## config.mk

```make
export PLATFORM = sky130hd
export DESIGN_NAME = ssd_scan_controller
export DESIGN_NICKNAME = d
export VERILOG_FILES = /design/src/rtl/hexaDisplay.sv /design/src/rtl/ssd_slot_timer.sv /design/src/rtl/ssd_scan_controller.sv
export SDC_FILE = /design/constraint.sdc
export NUM_CORES = 1
export LEC_CHECK = 0
export ABC_AREA = 1
export CAP_MARGIN = 20
export CORE_ASPECT_RATIO = 1.1
export CORE_MARGIN = 5
export CORE_UTILIZATION = 25
export DETAILED_ROUTE_END_ITERATION = 16
export MAX_ROUTING_LAYER = met4
export PLACE_DENSITY_LB_ADDON = 0.1
export REMOVE_ABC_BUFFERS = 1
export SETUP_SLACK_MARGIN = 0.05
export SLEW_MARGIN = 10
export SYNTH_ARGS = -nofsm -noshare
export SYNTH_HDL_FRONTEND = slang
export SYNTH_SLANG_ARGS = --single-unit
```

## constraint.sdc

```tcl
create_clock -name clk -period 2.5 [get_ports clk]
set_input_delay 0.625 -clock clk [delete_from_list [all_inputs] [get_ports clk]]
set_output_delay 0.625 -clock clk [all_outputs]
set_load 0.01 [all_outputs]
```

## src/rtl/hexaDisplay.sv

```systemverilog
// Shared types, constants and the hex-to-segment decoder for the scan controller.
package hexaDisplay;

  localparam int unsigned MAX_DIGITS = 8;
  localparam int unsigned SEG_W      = 7;

  localparam logic [SEG_W-1:0]      SEG_OFF = 7'h7F;
  localparam logic [MAX_DIGITS-1:0] AN_OFF  = '1;

  typedef enum logic [1:0] {
    IDLE  = 2'd0,
    BLANK = 2'd1,
    SHOW  = 2'd2
  } scan_state_t;

  // Hex nibble to active-low segment pattern {g,f,e,d,c,b,a}.
  function automatic logic [SEG_W-1:0] Order(input logic [3:0] nib);
    logic [SEG_W-1:0] pat;
    case (nib)
      4'h0: pat = 7'h40;
      4'h1: pat = 7'h79;
      4'h2: pat = 7'h24;
      4'h3: pat = 7'h30;
      4'h4: pat = 7'h19;
      4'h5: pat = 7'h12;
      4'h6: pat = 7'h02;
      4'h7: pat = 7'h78;
      4'h8: pat = 7'h00;
      4'h9: pat = 7'h10;
      4'hA: pat = 7'h08;
      4'hB: pat = 7'h03;
      4'hC: pat = 7'h46;
      4'hD: pat = 7'h21;
      4'hE: pat = 7'h06;
      default: pat = 7'h0E;
    endcase
    return pat;
  endfunction

endpackage

```

## src/rtl/ssd_slot_timer.sv

```systemverilog
// Per-digit slot tick counter; flags the last blank cycle and the last slot cycle.
module ssd_slot_timer #(
  parameter int unsigned DIGIT_TICKS = 100000,
  parameter int unsigned BLANK_TICKS = 1000
) (
  input  logic clk,
  input  logic rst_n,
  input  logic clear_i,
  output logic blank_done_c_o,
  output logic slot_done_c_o
);

  localparam int unsigned CNT_W = (DIGIT_TICKS > 1) ? $clog2(DIGIT_TICKS) : 1;
  localparam logic [CNT_W-1:0] BLANK_LAST = CNT_W'(BLANK_TICKS - 1);
  localparam logic [CNT_W-1:0] SLOT_LAST  = CNT_W'(DIGIT_TICKS - 1);

  logic [CNT_W-1:0] cnt_q, cnt_d;

  // Count 0..DIGIT_TICKS-1 and wrap; clear holds the count at zero.
  always_comb begin
    cnt_d = cnt_q + CNT_W'(1);
    if (clear_i || (cnt_q == SLOT_LAST)) begin
      cnt_d = '0;
    end
  end

  // Counter register.
  always_ff @(posedge clk) begin
    if (!rst_n) begin
      cnt_q <= '0;
    end else begin
      cnt_q <= cnt_d;
    end
  end

  assign blank_done_c_o = (cnt_q == BLANK_LAST);
  assign slot_done_c_o  = (cnt_q == SLOT_LAST);

endmodule

```

## src/rtl/ssd_scan_controller.sv

```systemverilog
// Multiplexed 7-segment scan controller with tear-free frame-boundary value loading.
module ssd_scan_controller
  import hexaDisplay::*;
#(
  parameter int unsigned NUM_DIGITS  = 8,
  parameter int unsigned DIGIT_TICKS = 100000,
  parameter int unsigned BLANK_TICKS = 1000
) (
  input  logic                    clk,
  input  logic                    rst_n,
  input  logic                    enable,
  input  logic [4*NUM_DIGITS-1:0] value_in,
  input  logic [NUM_DIGITS-1:0]   dp_in,
  input  logic                    load_valid,
  output logic                    load_ready,
  input  logic                    lz_blank_en,
  output logic [NUM_DIGITS-1:0]   an,
  output logic [SEG_W-1:0]        seg,
  output logic                    dp,
  output logic                    frame_start
);

  localparam int unsigned VAL_W = 4 * NUM_DIGITS;
  localparam int unsigned DIG_W = (NUM_DIGITS > 1) ? $clog2(NUM_DIGITS) : 1;
  localparam logic [DIG_W-1:0]      DIG_LAST = DIG_W'(NUM_DIGITS - 1);
  localparam logic [NUM_DIGITS-1:0] AN_ALL   = NUM_DIGITS'(AN_OFF);

  scan_state_t state_q, state_d;
  logic [DIG_W-1:0]      digit_q, digit_d;
  logic [VAL_W-1:0]      active_val_q, active_val_d;
  logic [NUM_DIGITS-1:0] active_dp_q, active_dp_d;
  logic [VAL_W-1:0]      shadow_val_q, shadow_val_d;
  logic [NUM_DIGITS-1:0] shadow_dp_q, shadow_dp_d;
  logic                  pending_q, pending_d;
  logic                  load_ready_q, load_ready_d;
  logic [NUM_DIGITS-1:0] an_q, an_d;
  logic [SEG_W-1:0]      seg_q, seg_d;
  logic                  dp_q, dp_d;
  logic                  frame_start_q, frame_start_d;

  logic                  blank_done_c, slot_done_c;
  logic                  timer_clear_c;
  logic [NUM_DIGITS-1:0] lz_mask_c;

  assign timer_clear_c = !enable || (state_q == IDLE);

  ssd_slot_timer #(
    .DIGIT_TICKS (DIGIT_TICKS),
    .BLANK_TICKS (BLANK_TICKS)
  ) u_slot_timer (
    .clk            (clk),
    .rst_n          (rst_n),
    .clear_i        (timer_clear_c),
    .blank_done_c_o (blank_done_c),
    .slot_done_c_o  (slot_done_c)
  );

  // Digit i is a leading zero when it and every higher nibble are zero; digit 0 always shows.
  always_comb begin
    logic hi_zero;
    hi_zero   = 1'b1;
    lz_mask_c = '0;
    for (int i = int'(NUM_DIGITS) - 1; i >= 0; i--) begin
      hi_zero      = hi_zero & (active_val_q[4*i +: 4] == 4'h0);
      lz_mask_c[i] = hi_zero;
    end
    lz_mask_c[0] = 1'b0;
  end

  // Next state, handshake and next registered outputs.
  always_comb begin
    state_d       = state_q;
    digit_d       = digit_q;
    active_val_d  = active_val_q;
    active_dp_d   = active_dp_q;
    shadow_val_d  = shadow_val_q;
    shadow_dp_d   = shadow_dp_q;
    pending_d     = pending_q;
    an_d          = AN_ALL;
    seg_d         = SEG_OFF;
    dp_d          = 1'b1;
    frame_start_d = 1'b0;

    if (!enable) begin
      state_d = IDLE;
      digit_d = '0;
    end else begin
      case (state_q)
        IDLE: begin
          state_d = BLANK;
          digit_d = '0;
        end
        BLANK: begin
          if (blank_done_c) begin
            state_d = SHOW;
          end
        end
        SHOW: begin
          if (slot_done_c) begin
            state_d = BLANK;
            digit_d = (digit_q == DIG_LAST) ? '0 : digit_q + DIG_W'(1);
          end
        end
        default: begin
          state_d = IDLE;
          digit_d = '0;
        end
      endcase
    end

    // Entering digit-0 blank always comes from SHOW or IDLE, never from BLANK.
    frame_start_d = (state_d == BLANK) && (digit_d == '0) && (state_q != BLANK);

    // Swap in the staged value only at a frame boundary or while idle.
    if (pending_q && (frame_start_d || (state_q == IDLE))) begin
      active_val_d = shadow_val_q;
      active_dp_d  = shadow_dp_q;
      pending_d    = 1'b0;
    end

    if (load_valid && load_ready_q) begin
      shadow_val_d = value_in;
      shadow_dp_d  = dp_in;
      pending_d    = 1'b1;
    end

    if ((state_d == SHOW) && !(lz_blank_en && lz_mask_c[digit_d])) begin
      an_d  = ~(NUM_DIGITS'(1) << digit_d);
      seg_d = Order(active_val_q[4*int'(digit_d) +: 4]);
      dp_d  = ~active_dp_q[int'(digit_d)];
    end

    load_ready_d = !pending_d;
  end

  // State, data and output registers.
  always_ff @(posedge clk) begin
    if (!rst_n) begin
      state_q       <= IDLE;
      digit_q       <= '0;
      active_val_q  <= '0;
      active_dp_q   <= '0;
      shadow_val_q  <= '0;
      shadow_dp_q   <= '0;
      pending_q     <= 1'b0;
      load_ready_q  <= 1'b1;
      an_q          <= AN_ALL;
      seg_q         <= SEG_OFF;
      dp_q          <= 1'b1;
      frame_start_q <= 1'b0;
    end else begin
      state_q       <= state_d;
      digit_q       <= digit_d;
      active_val_q  <= active_val_d;
      active_dp_q   <= active_dp_d;
      shadow_val_q  <= shadow_val_d;
      shadow_dp_q   <= shadow_dp_d;
      pending_q     <= pending_d;
      load_ready_q  <= load_ready_d;
      an_q          <= an_d;
      seg_q         <= seg_d;
      dp_q          <= dp_d;
      frame_start_q <= frame_start_d;
    end
  end

  assign load_ready  = load_ready_q;
  assign an          = an_q;
  assign seg         = seg_q;
  assign dp          = dp_q;
  assign frame_start = frame_start_q;

endmodule
```

### Word level (Yosys, flattened, before mapping)

Memories as Yosys holds them, arrays and structs flattened. A register that Yosys moved wholly into a read port is not among the register bits.
Index checks and enable logic that the tools add are counted.
Widths: inputs -> output; s select.

* ROM bits: 112
* word-level logic and storage cells: 74
* register bits: 114
* memories: 1
* output and inout port bits: 18
* input port bits: 45

* reduce and logical (&&, ||, !) cells: 24
* mux-type cells: 14
* equal/unequal tests: 8
* add/sub/neg operators: 2
* shift operators: 2
* $lt $le $gt $ge: 2
* bitwise operators: 9

Memories
* (name not given): depth 16, bits a word 7, rd ports 1, clocked after Yosys merged registers in 1, wr ports 0, line hexaDisplay.sv:19 `case (nib)`

Operators by type and width (count)
* $shiftx 32x6->4: 1
* $logic_not 4->1: 7
* $add 17x1->17 const B: 1
* $eq 17x10->1 const B: 1
* $eq 17x17->1 const B: 1
* $mux 3: 3
* $lt 3x4->1 const B: 2
* $not 8->8: 1
* $shl 1x3->8 const A: 1
* $and 1x1->1: 6
* $bmux 1 s3: 2
* $logic_and 1x1->1: 6
* $mux 2: 3
* $pmux 2 s3: 1
* $pmux 3 s2: 1
* $eq 2x1->1 const B: 2
* $eq 2x2->1 const B: 2
* $logic_not 1->1: 4
* $mux 1: 4
* $add 3x1->3 const B: 1
* $eq 3x3->1 const B: 1
* $logic_not 3->1: 1
* $logic_or 1x1->1: 3
* $logic_not 2->1: 1
* other kinds (4): 5

### Depth between registers and ports, before layout

* word-level depth: 14
* gate-level depth with buffers: 20
* depth with buffers taken out: 20

### Cells and area by module

A second synthesis with hierarchy kept.

* cells, all modules: 830
* area, all modules: 5796.8 um^2

By module, submodules not included
* ssd_scan_controller: cells an instance 686, area each 4859.7 um^2, times used 1, sequential area each 2082.0 um^2
* ssd_slot_timer: cells an instance 144, area each 937.1 um^2, times used 1, sequential area each 340.3 um^2

### Worst setup path before layout

No wires, ideal clock.

* path type: reg2reg
* from: reg u_slot_timer.cnt_q[0]
* to: reg seg_q[0], in the netlist seg[0]
* clock period less this slack: 2.493 ns
* arrival time: 2.371 ns
* stages on the path, launching flop included: 21
* setup slack: 0.007 ns
* path buffers: 1
* required time: 2.378 ns
* setup time: 0.122 ns
* path through: dfxtp_1 -> ha_1 -> nand3_2 -> nor2_4 -> nand3_2 -> nand2_2 -> nand3_2 -> nand2_4 -> nand2_4 -> buf_6 -> nand2_1 -> o21ai_1 -> nand2_1 -> nand3_1 -> nand2_1 -> inv_1 -> ha_1 -> nand3_1 -> nor2_1 -> nor2_2 -> nand3_1

* cells in the longest elaborated chain, start to end: 11
* elaborated cells on any way between the ends: 18
* those cells by class: 3 x eq/ne; 1 x shift; 9 x mux; 5 x reduce/logical

RTL lines
* start, declared: line ssd_slot_timer.sv:17 `logic [CNT_W-1:0] cnt_q, cnt_d;`
* start signal, assigned: line ssd_slot_timer.sv:32 `cnt_q <= cnt_d;`
* $eq 17x17->1: line ssd_slot_timer.sv:37 `assign slot_done_c_o = (cnt_q == SLOT_LAST);`
* $mux 3: line ssd_scan_controller.sv:99 `if (slot_done_c) begin`
* $pmux 3 s2: line ssd_scan_controller.sv:88 `case (state_q)`
* $mux 3: line ssd_scan_controller.sv:84 `if (!enable) begin`
* $bmux 1 s3: line ssd_scan_controller.sv:127 `if ((state_d == SHOW) && !(lz_blank_en && lz_mask_c[digit_d])) begin`
* $mux 1 (implied by the code): line ssd_scan_controller.sv:127
* $logic_and 1x1->1: line ssd_scan_controller.sv:127
* $logic_not 1->1: line ssd_scan_controller.sv:127
* $logic_and 1x1->1: line ssd_scan_controller.sv:127
* $reduce_and 2->1 (no source line)
* $logic_not 1->1 (no source line)
* end, declared: line ssd_scan_controller.sv:37 `logic [SEG_W-1:0] seg_q, seg_d;`

Parallel ways exist; a longest one is shown, timed or not. The select of a mux whose other input is x is not followed.
A chain may end at the register's enable or synchronous reset.

### Worst setup path in the final report

Ends and elaborated chain as after synthesis.

==> metrics.md <==
| Metric | Value |
|---|---|
| Share of post-route cells with drive strength above 1 | `about 28%` |
| Status | `complete, but fails checks` |
| Number of global-route vias before repair | `between 5000 and 6000` |
| Most used flip-flop cell after synthesis | `sky130_fd_sc_hd__dfxtp_1` |
| Clock tree sinks | `121` |
| Layout filler cell count | `around 2300` |
| Netlist cell types | `40` |
| Slowest cell on the critical path | `sky130_fd_sc_hd__dfxtp_2` |
| Vertical extent of the die | `roughly 170 um` |
| Worst-Skew Late Latency | `around 0.42 ns` |
| Path type of the worst min-delay path | `flip-flop to flip-flop` |
| Number of DRC violations after detailed-routing iteration 0 | `between 150 and 200` |
| Initial antenna violation count | `0` |
| Routed via count | `between 4000 and 5000` |
| Final global-route overflow total | `0` |
| Total negative setup slack | `-0.00450 ns` |
| Number of H-tree branching levels | `4` |
| First-pass DRT Iterations | `4` |
| First-pass GRT wire length | `between 20000 and 25000 um` |
| Proportion of total power due to net switching | `around a quarter` |
| Clock Skews | `approximately 0.007 ns` |
| Detail-routed via count per cell | `roughly 4.2` |
| Nature of the critical path endpoint | `flip-flop` |
| Remaining DRCs | `0` |
| Number of setup violations in the final report | `1` |
| Last weighted congestion value of the routability-driven placer | `between 0.8 and 0.9` |
| Crit-path max FO | `6` |
| Sum of net half-perimeters after detailed placement | `11100 um` |
| Hold buffer count at CTS | `0` |
| Post-synth EDFFs | `0` |
| Clock-pin slew on the worst setup and hold paths | `0.05 ns` |
| Least-Margin Pin Slew | `0.736 ns` |
| Share of the cycle needed by the critical path after routing | `100%` |
| Clock group share of total power | `between 40% and 50%` |
| CP Class | `flip-flop to flip-flop` |
| Synthesis-to-layout area growth | `40.4%` |
| Summed instance area of the synthesized netlist | `between 5000 and 6000 um^2` |
| Area occupied by multi-input gates | `3010 um^2` |
| Diodes inserted | `0` |
| Gate count after technology mapping | `about 740` |
| Clock root buffer | `sky130_fd_sc_hd__clkbuf_16` |
| Chain of cells forming the critical path | `ha_4 -> nand3_4 -> nor2_4 -> nand3_4 -> nand2_2 -> nand3_2 -> nand2_4 -> nand2_8 -> buf_6 -> nand2_4 -> nor2_2 -> nor2_1 -> nand3_1 -> nand2_4 -> inv_4 -> ha_4 -> nand3_2 -> nor2_2 -> nor2_2 -> nand3_1` |
| Setup slack of the critical path after layout | `-0.00450 ns` |
| Post-route design area | `7920 um^2` |
| Final-report hold violation count | `0` |
| Slowest Stage Delay on Critical Path | `~0.35 ns` |
| Maximum clock insertion buffer count | `2` |
| Final net count | `924` |
| Number of buffers created by CTS | `17` |
| Net switching component of the power | `1.23 mW` |
| Post-DRT Antenna Nets | `0` |
| Total die area | `~26000 um^2` |
| CTS tree | `built` |
| Std-Cell Core Area | `22200 um^2` |
| Average cell area after synthesis | `7.61 um^2` |
| Number of rows created at floorplan | `57` |
| Number of max-cap violations | `0` |
| Kind of launch point of the worst setup path | `flip-flop` |
| Reg power frac | `roughly two fifths` |
| Routed length per instance | `between 10 and 15 um` |
| Post-detailed-placement cell area | `a little under 7000 um^2` |
| Worst Path Required | `between 2 and 3 ns` |
| Crit path time final | `about 2.5 ns` |
| VDD IR-drop max | `roughly 350 uV` |
| Number of top-level design ports | `between 60 and 70` |
| Wire length after detailed routing | `14700 um` |
| Maximum clock frequency | `roughly 0.4 GHz` |
| Power density of the placed cells | `664 nW/um^2` |
| Share of flip-flops with an asynchronous set or reset | `0%` |
| Count of warnings emitted by yosys | `0` |
| Critical path arrival | `2.81 ns` |
| Remaining max-slew budget at the tightest pin | `roughly 51%` |
| GRT Overall Usage | `12.1%` |
| Largest net degree at the start of global routing | `roughly 80` |
| Flip-flop and latch count after synthesis | `approximately 120` |
| Max-slew violations | `0` |
| Violations in the final reports | `negative setup slack` |
| Combinational share of power | `between 10% and 20%` |
| Internal power | `4.03 mW` |
| Port Buf Inserts | `between 60 and 70` |
| Sequential-to-total area share from yosys stat | `a little over two fifths` |
| Leak Pwr | `between 3 and 4 nW` |
| Register area | `around 2400 um^2` |
| Setup repair after global routing missed its margin | `true` |
| Die Wd | `between 150 and 200 um` |
| Initial cell density of the core | `roughly a quarter` |
-- cells by family (layout without fill, tap and decap cells) --
| kind of cell | after synthesis | count (layout) | synth area share (%) |
|---|---|---|---|
| simple gates | 400 | 400 | 34.6 |
| buf+inv | 91 | 228 | 8.38 |
| fa+ha+maj | 13 | 13 | 2.88 |
| flops | 121 | 121 | 42.9 |
| compound gates | 114 | 114 | 10.8 |
| xor+xnor | 2 | 2 | 0.311 |
-- path summary, 6_finish.rpt --
path                                                       start  slack [ns]                      endpoint  depth (start not counted)
worst max-delay path            u_slot_timer.cnt_q[0]$_SDFF_PP0_      -0.005             seg[0]$_SDFF_PN1_                         20
worst min register to register      shadow_val_q[0]$_SDFFE_PN0P_        0.47  shadow_val_q[0]$_SDFFE_PN0P_                          2
worst min-delay path                shadow_val_q[0]$_SDFFE_PN0P_        0.47  shadow_val_q[0]$_SDFFE_PN0P_                          2
worst max register to register  u_slot_timer.cnt_q[0]$_SDFF_PP0_      -0.005             seg[0]$_SDFF_PN1_                         20
-- Yosys cell counts, types with 2 or more instances --
| master | instances | share of area (%) |
|---|---|---|
| sky130_fd_sc_hd__a211oi_1 | 2 | 0.27 |
| sky130_fd_sc_hd__ha_1 | 13 | 2.9 |
| sky130_fd_sc_hd__nor2_4 | 3 | 0.60 |
| sky130_fd_sc_hd__nand2_1 | 85 | 5.7 |
| sky130_fd_sc_hd__buf_6 | 7 | 1.4 |
| sky130_fd_sc_hd__nand4_1 | 8 | 0.89 |
| sky130_fd_sc_hd__nand2_2 | 14 | 1.6 |
| sky130_fd_sc_hd__inv_2 | 4 | 0.27 |
| sky130_fd_sc_hd__buf_12 | 4 | 1.4 |
| sky130_fd_sc_hd__inv_4 | 2 | 0.22 |
| sky130_fd_sc_hd__clkbuf_1 | 17 | 1.1 |
| sky130_fd_sc_hd__nor2_1 | 161 | 11 |
| sky130_fd_sc_hd__inv_1 | 54 | 3.6 |
| sky130_fd_sc_hd__nor2_2 | 48 | 5.3 |
| sky130_fd_sc_hd__o21ai_1 | 26 | 2.3 |
| sky130_fd_sc_hd__nand2_8 | 2 | 0.71 |
| sky130_fd_sc_hd__nand3_2 | 7 | 1.2 |
| sky130_fd_sc_hd__dfxtp_1 | 121 | 43 |
| sky130_fd_sc_hd__o21ai_0 | 69 | 6.1 |
| sky130_fd_sc_hd__nand3_1 | 46 | 4.1 |
| sky130_fd_sc_hd__a21oi_1 | 10 | 0.89 |
| sky130_fd_sc_hd__nor4_1 | 2 | 0.22 |
| sky130_fd_sc_hd__nor3_1 | 9 | 0.80 |
| sky130_fd_sc_hd__nand3_4 | 2 | 0.62 |
| sky130_fd_sc_hd__nand2_4 | 8 | 1.6 |
| sky130_fd_sc_hd__nor3b_1 | 3 | 0.40 |
-- through the flow --
step	hold slack (ns)	total power [mW]	worst slack (ns)	util [%]	instances
floorplan	0.418	2.43	-0.173	-	711
global route	0.494	5.52	-0.203	35.7	1173
finish	0.472	5.26	-0.00450	35.7	1173
detailed placement	0.465	2.66	-0.440	31.2	1131
global placement	0.458	2.66	-0.353	31.2	1131
CTS	0.474	5.30	0.0402	34.5	1165
-- worst max-delay path, delay by kind of cell, from the launching register on --
| family | cells | cell delay (ns) |
|---|---|---|
| buf+inv | 2 | 0.19 |
| simple gates | 16 | 1.51 |
| flops | 1 | 0.35 |
| fa+ha+maj | 2 | 0.32 |
-- layout by cell type (no fill, tap or decap), types with 4 or more instances in the layout --
cell                              Yosys  layout
sky130_fd_sc_hd__a21oi_1             10      10
sky130_fd_sc_hd__buf_12               4       4
sky130_fd_sc_hd__buf_4                0      64
sky130_fd_sc_hd__buf_6                7       6
sky130_fd_sc_hd__bufinv_16            0       4
sky130_fd_sc_hd__clkbuf_16            0      17
sky130_fd_sc_hd__clkdlybuf4s50_1      0      61
sky130_fd_sc_hd__dfxtp_1            121     118
sky130_fd_sc_hd__ha_1                13       7
sky130_fd_sc_hd__ha_4                 0       5
sky130_fd_sc_hd__inv_1               54      49
sky130_fd_sc_hd__inv_2                4       6
sky130_fd_sc_hd__inv_4                2       5
sky130_fd_sc_hd__nand2_1             85      79
sky130_fd_sc_hd__nand2_2             14      16
sky130_fd_sc_hd__nand2_4              8      10
sky130_fd_sc_hd__nand2_8              2       4
sky130_fd_sc_hd__nand3_1             46      39
sky130_fd_sc_hd__nand3_2              7      10
sky130_fd_sc_hd__nand3_4              2       6
sky130_fd_sc_hd__nand4_1              8       8
sky130_fd_sc_hd__nor2_1             161     157
sky130_fd_sc_hd__nor2_2              48      50
sky130_fd_sc_hd__nor2_4               3       5
sky130_fd_sc_hd__nor3_1               9       9
sky130_fd_sc_hd__o21ai_0             69      56
sky130_fd_sc_hd__o21ai_1             26      23
sky130_fd_sc_hd__o21ai_2              0      16
-- area by class of cell --
class | instances | share of cell area [%]
clock buffer | 23 | 6.03
clock inverter | 8 | 1.80
inverter | 61 | 3.21
multi-input combinational | 529 | 38.0
sequential | 121 | 30.6
tap | 295 | 4.66
timing repair buffer | 136 | 15.7
-- state kept, by name (all words and copies together) (netlist names) --
name                cells
dp                      1
pending_q               1
load_ready              1
state_q                 2
u_slot_timer.cnt_q     17
shadow_val_q           32
digit_q                 3
an                      8
seg                     7
active_val_q           32
shadow_dp_q             8
frame_start             1
active_dp_q             8
-- power groups by stage --
stage	Clock [mW]	Sequential (mW)	Combinational (mW)
finish	2.59	2.11	0.557
global route	2.76	2.12	0.632
CTS	2.67	2.11	0.528
detailed placement	0	2.15	0.520
global placement	0	2.14	0.514
floorplan	0	2.12	0.304
-- layer usage --
layer | up-vias | wire [um] | global-route usage (%) | share of wire, %
met1 | 2261 | 6810 | 14.6 | 46
met2 | 64 | 7230 | 19.7 | 49
met5 | - | 0 | - | 0
li1 | 2629 | - | - | -
met3 | 19 | 446 | 3.02 | 3.0
met4 | 0 | 208 | 4.26 | 1.4
-- timing repair --
action | in CTS | in global routing
pin swaps | 10 | 25
endpoints found under the setup margin | 56 | 56
resized for setup | 24 | 65
endpoints found under the hold margin | 0 | 0
setup buffers | 3 | 8
No activity file was read; power rests on OpenSTA's default activity.
